File: config.mk
export PLATFORM = sky130hd
export DESIGN_NAME = rf_wb_arbiter
export DESIGN_NICKNAME = d
export VERILOG_FILES = /design/src/rtl/rf_wb_arbiter.sv
export SDC_FILE = /design/constraint.sdc
export NUM_CORES = 1
export LEC_CHECK = 0
export CORE_MARGIN = 5
export CORE_UTILIZATION = 40
export DETAILED_ROUTE_END_ITERATION = 8
export PLACE_DENSITY_LB_ADDON = 0.1
export RECOVER_POWER = 100
export SYNTH_ARGS = -nofsm -noshare
export SYNTH_HDL_FRONTEND = slang
export SYNTH_SLANG_ARGS = --single-unit
File: constraint.sdc
create_clock -name clk -period 1.82 [get_ports clk]
set_input_delay 0.273 -clock clk [delete_from_list [all_inputs] [get_ports clk]]
set_output_delay 0.273 -clock clk [all_outputs]
set_load 0.005 [all_outputs]
File: src/rtl/rf_wb_arbiter.sv
// Two-port writeback arbiter for the single register-file write port.
// Port 0 (pipeline) has fixed priority; port 1 (mul/div) is boosted after repeated losses.
module rf_wb_arbiter #(
  parameter int CREG_NUM   = 32,
  parameter int DATA_W     = 32,
  parameter int STARVE_MAX = 3
) (
  input  logic                        clk,
  input  logic                        reset,
  input  logic                        hold,
  input  logic                        req0_valid,
  input  logic [$clog2(CREG_NUM)-1:0] req0_id,
  input  logic [DATA_W-1:0]           req0_data,
  output logic                        req0_ready,
  input  logic                        req1_valid,
  input  logic [$clog2(CREG_NUM)-1:0] req1_id,
  input  logic [DATA_W-1:0]           req1_data,
  output logic                        req1_ready,
  output logic                        rfwrite_valid,
  output logic [$clog2(CREG_NUM)-1:0] rfwrite_id,
  output logic [DATA_W-1:0]           rfwrite_data,
  output logic                        boost
);

  localparam int ID_W = $clog2(CREG_NUM);
  localparam logic [2:0] STARVE_LIM = 3'(STARVE_MAX);

  logic [2:0] starve_cnt;
  logic [2:0] starve_cnt_nxt;
  logic       grant0;
  logic       grant1;
  logic       wr_en_nxt;

  // Handshake: a transfer on port n happens in a cycle with reqn_valid && reqn_ready.
  // Ready depends only on reset, hold, both valids and the boost state -- never on id/data.
  assign boost  = (starve_cnt == STARVE_LIM);
  assign grant1 = !reset && !hold && req1_valid && (boost || !req0_valid);
  assign grant0 = !reset && !hold && req0_valid && !(boost && req1_valid);

  assign req0_ready = grant0;
  assign req1_ready = grant1;

  // Id 0 is the hardwired zero register: accepted, but never written.
  assign wr_en_nxt = (grant0 && (req0_id != '0)) || (grant1 && (req1_id != '0));

  // hold freezes the counter even when port 1 has dropped its request.
  always_comb begin
    starve_cnt_nxt = starve_cnt;
    if (!hold) begin
      if (grant1 || !req1_valid) begin
        starve_cnt_nxt = '0;
      end else if (starve_cnt < STARVE_LIM) begin
        starve_cnt_nxt = starve_cnt + 3'd1;
      end
    end
  end

  always_ff @(posedge clk or posedge reset) begin
    if (reset) begin
      rfwrite_valid <= 1'b0;
      rfwrite_id    <= '0;
      rfwrite_data  <= '0;
      starve_cnt    <= '0;
    end else begin
      rfwrite_valid <= wr_en_nxt;
      starve_cnt    <= starve_cnt_nxt;
      if (grant0) begin
        rfwrite_id   <= req0_id;
        rfwrite_data <= req0_data;
      end else if (grant1) begin
        rfwrite_id   <= req1_id;
        rfwrite_data <= req1_data;
      end
    end
  end

endmodule

==> impl_metrics.tcl <==
set metrics [dict create \
    gp_congestion 0.792 \
    final_util 0.664 \
    r2r-end "rfwrite_id[2]$_DFFE_PP0P_" \
    min_from "rfwrite_id[3]$_DFFE_PP0P_" \
    drv_slew 0 \
    fin_ws_ns -0.00688 \
    rows 27 \
    hold_path.class "reg2reg" \
    synth_top_family_by_area "compound AO/OA/AOI/OAI gates" \
    dr.first_iter.drc_count 86 \
    routed_wl_um 7740 \
    clock_latency_ns 0.29 \
    ys_warn_count 0 \
    synthMuxAreaShare 0 \
    area_growth_pct 59.5 \
    cts_tree "done" \
    die_x_um 86.4 \
    ir_drop_v 0.000507 \
    worstRegToRegCells 6 \
    period_needed_ns 1.83 \
    nNetsFinal 448 \
    crit_arrival_ns 1.55 \
    dieArea_sq_um 7470 \
    ant_nets 0 \
    critPathKind "reg2out" \
    synth_fp_nets 328 \
    num_antenna_cells 0 \
    synth_cell_types 33 \
    status "complete, but fails checks" \
    viasPerCell 5.63 \
    post-synth-top-area-fraction 0.439 \
    synth_ff_type "dfrtp_1" \
    drive_gt1_frac 0.109 \
    relSlewSlack 0.307 \
    syn-cell-area_sq_um 2340 \
    syn_area_per_cell_sq_um 9.46 \
    r2r_start "starve_cnt[1]$_DFFE_PP0P_" \
    worstPathRequired_ns 1.55 \
    synth-simple-area-share 0.0536 \
    initial_core_util 0.417 \
    routed-via-count 2475 \
    synthAdderAreaFrac 0.0107 \
    ys_top_cells_by_area "dfrtp_1, o2111ai_1, o211ai_1, inv_1, o21ai_1" \
    synth_largest_area_cell "dfrtp_1" \
    period_share 1.00 \
    die_height_um 86.4 \
    rsz0062_at_grt "yes" \
    leakage_nw 1.58 \
    setup_viol 1 \
    synthArstFlopShare 1.00 \
    holdBufCountCts 0 \
    r2r_slack_ns 0.17 \
    ios 120 \
    drc 0 \
    violations "setup timing" \
    fillCellCount 502 \
    startpoint_type "flop" \
    dp_hpwl_um 5100 \
    grt.overflow.total 0 \
    holdWs_ns 0.517 \
    antenna_found_initial 0 \
    cts_root_buf "clkbuf_8" \
    cts.path.max_buffers 2 \
    path_max_fanout 4 \
    power.density_nw_per_um2 791 \
    holdPathEnd "rfwrite_id[3]$_DFFE_PP0P_" \
    grt_start_max_net_pins 42 \
    worst_pin_slew_ns 1.04 \
    hold_path_depth 2 \
    max_cap_violations 0 \
    port_buffers 119 \
    yosysSeqAreaShare 0.439 \
    wl_per_cell_um 17.6 \
    grt_pass1_vias 2497 \
    dr.pass1.iters 4 \
    ys_ff_latch 41 \
    synth_edf_count 0 \
    clk_pin_slew_ns 0.08 \
    endpoint_kind "output pin" \
    finalHoldViolations 0 \
    core_sq_um 5610 \
    clock-sinks 41 \
    grt_pass1_wl_um 12300 \
    htree_levels 2 \
    synthesis.instances 247 \
    grt_use_total 0.203 \
    synthXorXnorAreaFrac 0 \
    synth_compound_area_frac 0.363 \
    skew_ns 0.00554 \
    fmax_ghz 0.547 \
    cts_made_buffers 5 \
]
[per-layer routing]
layer / global-route usage / up-vias / wire (um)
li1: - / 1184 / -
met1: 0.281 / 1192 / 3440
met2: 0.317 / 91 / 3570
met3: 0.0523 / 8 / 668
met4: 0.0510 / 0 / 63
met5: 0 / - / 0
[critical path, cell delays in order, from the launching register on]
cell and delay [ns]:
dfrtp_1 0.40, ha_2 0.21, ha_4 0.18, nand2b_2 0.18, and3_4 0.18, clkbuf_2 0.10
[cell usage after synthesis, types with 3 or more instances]
| master | n |
|---|---|
| clkbuf_1 | 5 |
| buf_6 | 5 |
| o2111ai_1 | 36 |
| o21ai_1 | 30 |
| nand2_1 | 3 |
| o21ai_0 | 7 |
| buf_2 | 15 |
| o211ai_1 | 36 |
| inv_1 | 40 |
| dfrtp_1 | 41 |
[cells in the final DEF, fill, tap and decap left out, types with 2 or more instances in the layout]
master	netlist	final
a211oi_1	2	2
buf_4	0	16
clkbuf_2	0	3
clkbuf_8	0	5
clkdlybuf4s50_1	0	77
clkinv_2	0	2
dfrtp_1	41	41
dlygate4sd3_1	0	39
inv_1	40	39
nand2_1	3	2
nor2_1	2	2
nor2_4	2	2
o2111ai_1	36	36
o211ai_1	36	36
o21ai_0	7	7
o21ai_1	30	30
o22a_1	2	2
[report_power, final]
part / internal (mW) / leakage (nW) / switching [mW]
combinational: 0.658 / 1.02 / 0.496
clock: 0.265 / 0.0439 / 0.328
sequential: 1.11 / 0.510 / 0.0954
total: 2.03 / 1.58 / 0.919
[worst max-delay path by stage]
stage | startpoint | endpoint
2_1_floorplan | starve_cnt[0]$_DFFE_PP0P_ | rfwrite_id[0]$_DFFE_PP0P_
3_3_place_gp | req0_valid | rfwrite_data[4]$_DFFE_PP0P_
3_5_place_dp | req0_valid | rfwrite_data[3]$_DFFE_PP0P_
4_1_cts | starve_cnt[1]$_DFFE_PP0P_ | req1_ready
5_1_grt | starve_cnt[1]$_DFFE_PP0P_ | req1_ready
6_report | starve_cnt[1]$_DFFE_PP0P_ | req1_ready
[through the flow]
step                      cells  setup WS, ns  area [sq um]  total power [mW]  setup TNS [ns]
after floorplan             247         0.212          2340              1.69               0
after global placement      430        -0.184          3620              2.39           -5.30
after detailed placement    430        -0.252          3620              2.41           -6.86
after CTS                   438        -0.145          3730              3.03          -0.145
after global routing        440       -0.0476          3720              3.14         -0.0476
final                       440      -0.00688          3720              2.95        -0.00688
[cell type report]
class / count / area (sq um) / area share
Inverter: 42 / 160 / 0.0430
Timing Repair Buffer: 138 / 1330 / 0.357
Clock inverter: 3 / 17.5 / 0.00470
Tap cell: 72 / 90.1 / 0.0242
Multi-Input combinational cell: 139 / 1030 / 0.277
Clock buffer: 5 / 68.8 / 0.0185
Sequential cell: 41 / 1030 / 0.275
[flip-flops by register name, summed over array words and instances, names as in the netlist]
| name | flops |
|---|---|
| starve_cnt | 3 |
| rfwrite_data | 32 |
| rfwrite_id | 5 |
| rfwrite_valid | 1 |
[what timing repair did]
item	CTS	global route
gates cloned	0	1
resized for setup	8	7
endpoints found under the setup margin	3	11
pin swaps	1	2
buffers inserted	0	1
[logic make-up (layout without fill, tap and decap cells)]
group                      after synthesis  count (layout)
adders and majority gates                2               2
and+or+nand+nor                         17              18
AOI/OAI and AO/OA                      119             119
DFF                                     41              41
buffers and inverters                   68             188
Note: power is estimated with default switching activity, not from simulation.
